**src/rtl/deser_demux4.sv**
```systemverilog
// deser_demux4: 1:4 serial-to-parallel deserializer with a DEPTH-entry output FIFO.
// Define PARITY_CHK_EN to expect an even-parity bit after each 4-bit word.
module deser_demux4 #(
    parameter int DEPTH = 2
) (
    input  logic       CP,
    input  logic       CDN,
    input  logic       D,
    input  logic       SV,
    input  logic       FS,
    input  logic       QR,
    output logic [3:0] Q,
    output logic       QV,
    output logic       ERR
);
    localparam int AW = $clog2(DEPTH);
    localparam int OW = $clog2(DEPTH + 1);
`ifdef PARITY_CHK_EN
    typedef enum logic [1:0] {IDLE, SHIFT, PAR} state_t;
`else
    typedef enum logic [1:0] {IDLE, SHIFT} state_t;
`endif
    state_t          state_q, state_d;
    logic [1:0]      cnt_q, cnt_d;
    logic [3:0]      sh_q, sh_d;
    logic [3:0]      q_q, q_d;
    logic [3:0]      mem_q [DEPTH];
    logic [AW-1:0]   wp_q, wp_d, rp_q, rp_d;
    logic [OW-1:0]   occ_q, occ_d;
    logic            err_q, err_d;
    logic            push_req, abort, fsm_err, pop, full, push, drop;

    assign Q   = q_q;
    assign QV  = occ_q != '0;
    assign ERR = err_q;

    // Word assembly: FS restarts at bit 0, other valid bits fill position cnt_q.
    always_comb begin
        state_d  = state_q;
        cnt_d    = cnt_q;
        sh_d     = sh_q;
        push_req = 1'b0;
        abort    = 1'b0;
        fsm_err  = 1'b0;
        if (SV) begin
            if (FS) begin
                abort   = state_q != IDLE;
                sh_d    = {3'b000, D};
                cnt_d   = 2'd1;
                state_d = SHIFT;
            end else begin
                case (state_q)
                    SHIFT: begin
                        sh_d[cnt_q] = D;
                        cnt_d       = cnt_q + 2'd1;
                        if (cnt_q == 2'd3) begin
`ifdef PARITY_CHK_EN
                            state_d = PAR;
`else
                            push_req = 1'b1;
                            state_d  = IDLE;
`endif
                        end
                    end
`ifdef PARITY_CHK_EN
                    PAR: begin
                        push_req = D == ^sh_q;
                        fsm_err  = D != ^sh_q;
                        state_d  = IDLE;
                    end
`endif
                    default: ;
                endcase
            end
        end
    end

    // FIFO bookkeeping; a push into a full buffer is only accepted alongside a pop.
    always_comb begin
        pop   = QV & QR;
        full  = occ_q == OW'(DEPTH);
        push  = push_req & (~full | pop);
        drop  = push_req & full & ~pop;
        wp_d  = wp_q + AW'(push);
        rp_d  = rp_q + AW'(pop);
        occ_d = occ_q + OW'(push) - OW'(pop);
        q_d   = (occ_d == '0) ? q_q : ((occ_q == OW'(pop)) ? sh_d : mem_q[rp_d]);
        err_d = abort | fsm_err | drop;
    end

    // Control, pointers and the registered head word; reset discards any partial word.
    always_ff @(posedge CP or negedge CDN) begin
        if (!CDN) begin
            state_q <= IDLE;
            cnt_q   <= 2'd0;
            sh_q    <= 4'd0;
            q_q     <= 4'd0;
            wp_q    <= '0;
            rp_q    <= '0;
            occ_q   <= '0;
            err_q   <= 1'b0;
        end else begin
            state_q <= state_d;
            cnt_q   <= cnt_d;
            sh_q    <= sh_d;
            q_q     <= q_d;
            wp_q    <= wp_d;
            rp_q    <= rp_d;
            occ_q   <= occ_d;
            err_q   <= err_d;
        end
    end

    // Buffer storage needs no reset: entries are only read while occupied.
    always_ff @(posedge CP) begin
        if (push) mem_q[wp_q] <= sh_d;
    end
endmodule
```
**config.mk**
```make
export PLATFORM = sky130hd
export DESIGN_NAME = deser_demux4
export DESIGN_NICKNAME = d
export VERILOG_FILES = /design/src/rtl/deser_demux4.sv
export SDC_FILE = /design/constraint.sdc
export NUM_CORES = 1
export LEC_CHECK = 0
export CORE_MARGIN = 5
export CORE_UTILIZATION = 35
export DETAILED_ROUTE_END_ITERATION = 8
export PLACE_DENSITY = 0.52
export SKIP_CTS_REPAIR_TIMING = 1
export SKIP_LAST_GASP = 1
export SLEW_MARGIN = 5
export SYNTH_ARGS = -nofsm -noshare
export SYNTH_HDL_FRONTEND = slang
export SYNTH_SLANG_ARGS = --single-unit
export TNS_END_PERCENT = 10
```
**constraint.sdc**
```tcl
create_clock -name CP -period 2.9 [get_ports CP]
set_clock_uncertainty 0.1 [all_clocks]
set_input_delay 0.435 -clock CP [delete_from_list [all_inputs] [get_ports CP]]
set_output_delay 0.435 -clock CP [all_outputs]
set_load 0.005 [all_outputs]
```
; ---- Word level (Yosys, flattened, before mapping)
; Memories as Yosys holds them, arrays and structs flattened.
; Index checks and enable logic that the tools add are counted.
[totals]
reg_bits = 17
mem_bits_rw = 8
inputBits = 6
output_inout_bits = 6
word_cells = 56
n_memories = 1
[memory_table]
columns = name, words, word_bits, read_ports, rd_ports_with_merged_regs, write_ports, line
row1 = mem_q, 2, 4, 1, 0, 1, 27  ; logic [3:0] mem_q [DEPTH];
[op_classes]
n_addsub = 5
n_lt_le_gt_ge = 2
eq_ne = 4
muxes = 20
bitwise_logic = 8
n_reduce_logical = 8
[op_table]
columns = op, count
row1 = $mux W4, 4
row2 = $mux W2, 5
row3 = $mux W1, 9
row4 = $reduce_bool A2 Y1, 4
row5 = $and A1 B1 Y1, 4
row6 = $bwmux W4, 1
row7 = $eq A2 B2 Y1 const B, 2
row8 = $lt A2 B3 Y1 const B, 1
row9 = $reduce_and A3 Y1, 1
row10 = $add A1 B1 Y1, 2
row11 = $add A2 B1 Y2, 1
row12 = $add A2 B1 Y2 const B, 1
row13 = $demux W1 S2, 1
row14 = $eq A2 B1 Y1, 1
row15 = $eq A2 B1 Y1 const B, 1
row16 = $ge A2 B1 Y1 const B, 1
row17 = $logic_not A2 Y1, 1
row18 = $not A1 Y1, 2
row19 = $or A1 B1 Y1, 2
row20 = $reduce_and A2 Y1, 1
row21 = $sub A2 B1 Y2, 1
row22 = $logic_and A1 B1 Y1, 1

; ---- Longest topological paths before layout
; Gate-level depths: netlist of the first run.
[depth]
depth_word = 9
ltp_mapped = 11
mapped_depth_nobuf = 10

; ---- Worst setup path after synthesis of the first run
; Ideal clock, no wire load.
[synth_timing]
kind = input -> register
start = input FS
end = register q_q[1] (netlist: Q[1])
setup_ns = 0.121
arrival_ns = 2.123
required_ns = 2.679
slack_ns = 0.556
stages = 9
n_path_buf = 1
cell_sequence = clkbuf_1 > or3_1 > ha_1 > inv_1 > ha_1 > xor3_2 > nor2_4 > a21oi_1 > a22o_1
[synth_via]
elab_chain_len = 6
word_cells_on_any_way = 9
cone_classes = add/sub: 2 / mux: 5 / bitwise: 1 / reduce/logical: 1
[synth_rtl]
columns = element, line
row1 = "start, declared", 10  ; input logic FS,
row2 = $mux W1, 46  ; if (FS) begin
row3 = $mux W1, 45  ; if (SV) begin
row4 = $and A1 B1 Y1, 82  ; push = push_req & (~full | pop);
row5 = $add A2 B1 Y2, 86  ; occ_d = occ_q + OW'(push) - OW'(pop);
row6 = $sub A2 B1 Y2, 86
row7 = named net occ_d[1], 29  ; logic [OW-1:0] occ_q, occ_d;
row8 = $logic_not A2 Y1, 87  ; q_d = (occ_d == '0) ? q_q : ((occ_q == OW'(pop)) ? sh_d : mem_q[rp_d]);
row9 = "end signal, assigned", 106  ; q_q <= q_d;
row10 = "end, declared", 26  ; logic [3:0] q_q, q_d;
; The timed path passes the listed nets, and every way through them passes these cells.
; A chain may end at the register's enable or synchronous reset.

; ---- Worst setup path in the final report of the first run
[layout_timing]
start = register cnt_q[0]
end = register q_q[1] (netlist: Q[1])
[layout_via]
elab_chain_len = 9
word_cells_on_any_way = 19
cone_classes = add/sub: 2 / order compare: 2 / eq/ne: 1 / mux: 11 / bitwise: 1 / reduce/logical: 2
[layout_rtl]
columns = element, line
row1 = "start, declared", 24  ; logic [1:0] cnt_q, cnt_d;
row2 = "start signal, assigned", 104  ; cnt_q <= cnt_d;
row3 = $eq A2 B2 Y1, 56  ; if (cnt_q == 2'd3) begin
row4 = $mux W1, 56
row5 = $mux W1, 52  ; case (state_q)
row6 = $mux W1, 46
row7 = $mux W1, 45
row8 = $and A1 B1 Y1, 82
row9 = $add A2 B1 Y2, 86
row10 = $sub A2 B1 Y2, 86
row11 = named net occ_d[1], 29
row12 = $logic_not A2 Y1, 87
; The timed path passes the listed nets, and every way through them passes these cells.

==> results.tsv, run 1 <==
stage	metric	value	unit
outcome	outcome	finished clean	
layout	synthToLayoutAreaGrowth	20.9	%
global_routing	grtUsageTotal	11.4	%
setup_path	critPathCaptureType	register	
setup_path	cp_max_fo	7	
global_routing	grt_pass1_wl	3.91	mm
clocking	max-clock-path-buffers	2	
sta	hold_viol	0	
layout	final_common_cell	dfrtp_1	
placement	dp_hpwl	1.82	mm
sta	slew_violations	0	
clocking	cts_sinks	24	
sta	period_share	87.8	%
detailed_routing	first_pass_iters	4	
detailed_routing	wire_per_inst	14.7	um
synthesis	ys_ff_latch	24	
die	die_h	68.6	um
pwr	power_leakage	0.653	nW
synthesis	ys_types	37	
sta	worstMarginPinSlew	0.776	ns
detailed_routing	vias	792	
synthesis	yosysWarnings	0	
sta	fmax	393	MHz
clocking	clk_latency	0.32	ns
die	dieArea	4710	um^2
setup_path	critPathArrivalTime	2.66	ns
clocking	cts-root-buf	clkbuf_4	
synthesis	synth_edf_count	8	
clocking	clkTransAtPathRegs	0.15	ns
global_routing	first_global_vias	785	
synthesis	synth-seq-area-share	53.3	%
layout	layout_common_cells	16 x dfrtp_1, 11 x clkdlybuf4s50_1, 9 x inv_1	
die	io_pins	12	
layout	fillers	327	
clocking	tritoncts	yes	
clocking	cts_max_level	1	
setup_path	cp-startpoint	cnt_q[0]	
pwr	cellPowerDensity	1020	nW/um^2
placement	portBuffers	11	
synthesis	synthArstFlopShare	66.7	%
sta	setup-tns-final	0	ns
layout	drive_above_1_share	16.4	%
sta	rsz0062_at_grt	no	
sta	min_period	2.55	ns
global_routing	antenna_found_initial	0	
sta	setup_viol	0	
die	chipWidth	68.6	um
synthesis	syn-num-nets	112	
placement	place.gp.congestion	0.745	
die	start_util	36.0	%
detailed_routing	ant_nets	0	
sta	maxSlewHeadroom	48.1	%
synthesis	syn_inst	98	
flow_run	cap_violations	0	
clocking	numCtsBuffers	3	
detailed_routing	viasPerCell	4.89	
setup_path	startpoint_type	register	
synthesis	syn_avg_cell_area	12.3	um^2
setup_path	cp.required	3.02	ns
synthesis	ys.flop_type	dfrtp_1	
synthesis	syn-cell-area	1200	um^2
layout	nNetsFinal	131	
detailed_routing	drc_errors	0	
worst_hold_path	worstHoldStart	Q[0]	
setup_path	critPathSlowestCell	dfrtp_1	
global_routing	grt_max_degree	17	
setup_path	worstReg2RegStart	cnt_q[0]	
pwr	vdd_drop_max	239	uV
detailed_routing	drt_wl_total	2.39	mm
worst_hold_path	holdCritPathClass	reg2reg	
global_routing	grt-ovfl-total	0	
layout	antennaDiodeCount	0	
die	num_rows	21	
die	core_area	3340	um^2
setup_path	path_cells	ha_1 -> nand2_1 -> or3_1 -> ha_1 -> inv_1 -> ha_1 -> xor3_2 -> nor2_4 -> a21oi_1 -> a22o_1	
sta	worst_hold_slack	0.421	ns
setup_path	crit_type	reg2reg	
setup_path	cp_common_cell	ha_1	
setup_path	slowest_delay	0.46	ns
detailed_routing	first_iter_violations	17	
## sequential cells by signal, indices dropped and copies added (netlist names)
name	cells
ERR	1
Q	4
cnt_q	2
mem_q	8
occ_q	2
rp_q	1
sh_q	4
state_q	1
wp_q	1
## Yosys cell counts, types with 2 or more instances
library cell	count	area share [%]
a22o_1	5	3.6
ha_1	8	8.3
mux2i_1	4	3.3
a21oi_2	2	1.5
a21oi_1	4	1.7
dfrtp_1	16	33
edfxtp_1	8	20
inv_1	9	2.8
and2_1	2	1.0
o22ai_1	2	1.0
nand2_1	8	2.5
nor2b_1	2	1.0
buf_2	2	0.83
a21o_1	3	1.9
## path summary, 6_finish.rpt
kind / end / slack [ns] / cells past startpoint
max: Q[1] / 0.35 / 10
min: Q[0] / 0.42 / 1
max reg2reg: Q[1] / 0.35 / 10
min reg2reg: Q[0] / 0.42 / 1
max in group asynchronous: sh_q[0] / 1.76 / 1
min in group asynchronous: rp_q / 0.45 / 1
## logic make-up (layout without fill, tap and decap cells)
family,count (synthesis),after routing,share of synthesized area (%)
adder cells (fa/ha/maj),8,8,8.32
XOR/XNOR,3,3,4.16
buffers and inverters,12,30,3.95
multiplexers,4,4,3.33
AO/OA/AOI/OAI,28,28,17.9
flip-flops,24,24,53.3
AND/OR/NAND/NOR,19,19,9.05
## metal layers
layer	wire (um)	up-vias	global-route usage (%)
met2	1130	9	18.4
met3	92	2	2.76
met1	1150	389	15.4
met4	15	0	2.23
li1	-	392	-
met5	0	-	0
## critical path: cells and delay by family, from the launching register on
kind,cells,cell delay (ns)
AO/OA/AOI/OAI,2,0.24
XOR/XNOR,1,0.28
flip-flops,1,0.46
buffers and inverters,1,0.05
adder cells (fa/ha/maj),3,0.69
AND/OR/NAND/NOR,3,0.60
## stage by stage
| stage | instance area, um^2 | worst slack, ns | utilization, % | cells | power (mW) |
|---|---|---|---|---|---|
| final | 1450 | 0.355 | 43.6 | 162 | 1.48 |
| after global placement | 1400 | 0.0695 | 42.0 | 158 | 1.24 |
| after detailed placement | 1400 | 0.0272 | 42.0 | 158 | 1.25 |
| after floorplan | 1200 | 0.556 | - | 98 | 1.02 |
| after CTS | 1450 | 0.345 | 43.6 | 162 | 1.50 |
| after global routing | 1450 | 0.151 | 43.6 | 162 | 1.60 |
## cell type report
type	count	area, um^2	area share [%]
flip-flops and latches	24	641	44.1
multi-input cells	62	514	35.4
repair buffers	17	155	10.7
well taps	46	57.6	3.96
inverters	9	33.8	2.32
clock inverters	1	30.0	2.07
clock buffers	3	22.5	1.55
## where the power goes
| part | internal [mW] | switching [mW] | leakage, nW |
|---|---|---|---|
| Combinational | 0.362 | 0.318 | 0.358 |
| Clock | 0.140 | 0.108 | 0.0279 |
| Sequential | 0.470 | 0.0851 | 0.267 |
Note: power is estimated with default switching activity, not from simulation.
==> run 2, diff against run 1 <==
--- a/config.mk
+++ b/config.mk
@@ -9,6 +9,7 @@
 export CORE_UTILIZATION = 35
 export DETAILED_ROUTE_END_ITERATION = 8
 export PLACE_DENSITY = 0.52
+export RECOVER_POWER = 50
 export SKIP_CTS_REPAIR_TIMING = 1
 export SKIP_LAST_GASP = 1
 export SLEW_MARGIN = 5
==> run 2 against run 1 <==
  * Utilization down 0.30 points
  * Register-to-register slack about the same
  * Die area unchanged
  * Clock-buffer cell count unchanged
  * Critical path depth up 1
  * Global-route usage unchanged
==> results.tsv, run 2 (synthesis gave the netlist of run 1 again) <==
stage	metric	value	unit
clocking	cts_sinks	24	
detailed_routing	first_pass_iters	4	
clocking	clk_latency	0.32	ns
placement	placed_cell_area	1400	um^2
clocking	max-clock-path-buffers	2	
die	num_rows	21	
worst_hold_path	min_to	Q[0]	
global_routing	grtUsageTotal	11.4	%
detailed_routing	wire_per_inst	14.7	um
pwr	netSwitchingPower	0.510	mW
detailed_routing	viasPerCell	4.82	
layout	synthToLayoutAreaGrowth	20.1	%
layout	drive_above_1_share	13.8	%
detailed_routing	ant_nets	0	
layout	final_core_util	43.3	%
worst_hold_path	holdCritPathClass	reg2reg	
die	chipWidth	68.6	um
sta	setup-tns-final	0	ns
setup_path	critPathArrivalTime	2.74	ns
outcome	outcome	finished clean	
pwr	combPwrFrac	45.6	%
setup_path	r2r_end	Q[1]	
layout	regMostFlops	mem_q	
layout	layout_common_cells	16 x dfrtp_1, 9 x inv_1, 9 x clkdlybuf4s50_1	
setup_path	cp.required	3.02	ns
global_routing	antenna_found_initial	0	
pwr	vdd_drop_max	231	uV
die	dieArea	4710	um^2
setup_path	startpoint_type	primary input	
global_routing	grt-ovfl-total	0	
die	start_util	36.0	%
global_routing	grt_max_degree	17	
clocking	cts-root-buf	clkbuf_4	
pwr	sw_frac_of_total	34.6	%
detailed_routing	vias	781	
detailed_routing	first_iter_violations	17	
sta	rsz0062_at_grt	no	
setup_path	r2r_cells	10	
setup_path	worstReg2RegStart	cnt_q[0]	
sta	min_period	2.62	ns
pwr	cellPowerDensity	1020	nW/um^2
layout	final_common_cell	dfrtp_1	
layout	nNetsFinal	131	
sta	setup_viol	0	
pwr	pwr-share-seq	37.6	%
worst_hold_path	hold_depth	1	
clocking	cts_max_level	1	
pwr	power_leakage	0.643	nW
layout	fillers	330	
layout	antennaDiodeCount	0	
clocking	clkTransAtPathRegs	0.14	ns
sta	hold_viol	0	
placement	dp_hpwl	1.82	mm
layout	largest_reg_flops	8	
sta	worstMarginPinSlew	0.781	ns
detailed_routing	drc_errors	0	
setup_path	crit_type	in2reg	
pwr	p_int	0.964	mW
sta	maxSlewHeadroom	47.8	%
setup_path	reg2reg_slack	0.36	ns
placement	portBuffers	11	
global_routing	grt_pass1_wl	3.91	mm
setup_path	cp_max_fo	7	
sta	fmax	382	MHz
placement	place.gp.congestion	0.745	
die	core_area	3340	um^2
worst_hold_path	worstHoldStart	Q[0]	
sta	slew_violations	0	
pwr	power.share.clock	16.8	%
die	die_h	68.6	um
clocking	numCtsBuffers	3	
detailed_routing	drt_wl_total	2.38	mm
sta	period_share	90.3	%
setup_path	critPathCaptureType	register	
clocking	tritoncts	yes	
flow_run	cap_violations	0	
layout	fin_area	1440	um^2
global_routing	first_global_vias	785	
die	io_pins	12	
run 2: critical path: stages:
cell           delay [ns]
dlygate4sd3_1        0.53
and2_0               0.16
nand2_1              0.06
or3_1                0.35
ha_1                 0.28
inv_1                0.05
ha_1                 0.14
xor3_2               0.28
nor2_4               0.19
a21oi_1              0.06
a22o_1               0.18
run 2: worst max-delay path by stage:
stage / from / to / slack (ns)
final: SV / Q[1] / 0.28
after global placement: SV / Q[1] / 0.07
after floorplan: FS / Q[1] / 0.56
after global routing: SV / Q[2] / 0.11
after detailed placement: SV / Q[1] / 0.03
after CTS: cnt_q[0] / Q[1] / 0.34
run 2: layout make-up:
cell class              count  area [um^2]  area share (%)
inverters                   9         33.8            2.34
well taps                  46         57.6            3.99
repair buffers             17          148            10.2
clock inverters             1         30.0            2.08
flip-flops and latches     24          641            44.4
multi-input cells          62          512            35.4
clock buffers               3         22.5            1.56
run 2: per-layer routing:
layer  vias to the layer above  track usage (%)  wire length [um]
li1                        391                -                 -
met4                         0             2.23                15
met3                         2             2.76                82
met2                         9             18.4              1120
met1                       379             15.4              1150
met5                         -                0                 0
run 2: power by group through the flow:
stage,Combinational (mW),Clock (mW),Sequential (mW)
2_1_floorplan,0.480,0,0.539
3_3_place_gp,0.678,0,0.558
3_5_place_dp,0.687,0,0.563
4_1_cts,0.691,0.252,0.556
5_1_grt,0.754,0.265,0.569
6_report,0.672,0.248,0.555
run 2: metrics by stage:
| stage | hold slack [ns] | power [mW] | setup WS (ns) | cells |
|---|---|---|---|---|
| after detailed placement | 0.396 | 1.25 | 0.0272 | 158 |
| final | 0.421 | 1.47 | 0.283 | 162 |
| after global routing | 0.442 | 1.59 | 0.114 | 162 |
| after CTS | 0.427 | 1.50 | 0.345 | 162 |
| after floorplan | 0.0394 | 1.02 | 0.556 | 98 |
| after global placement | 0.381 | 1.24 | 0.0695 | 158 |
==> run 3, diff against run 2 <==
--- a/config.mk
+++ b/config.mk
@@ -7,12 +7,12 @@
 export LEC_CHECK = 0
 export CORE_MARGIN = 5
 export CORE_UTILIZATION = 35
+export CTS_CLUSTER_DIAMETER = 60
 export DETAILED_ROUTE_END_ITERATION = 8
 export PLACE_DENSITY = 0.52
 export RECOVER_POWER = 50
 export SKIP_CTS_REPAIR_TIMING = 1
 export SKIP_LAST_GASP = 1
-export SLEW_MARGIN = 5
 export SYNTH_ARGS = -nofsm -noshare
 export SYNTH_HDL_FRONTEND = slang
 export SYNTH_SLANG_ARGS = --single-unit
==> results of run 3 <==
No change in the layout: final DEF, timing and power equal those of run 2.
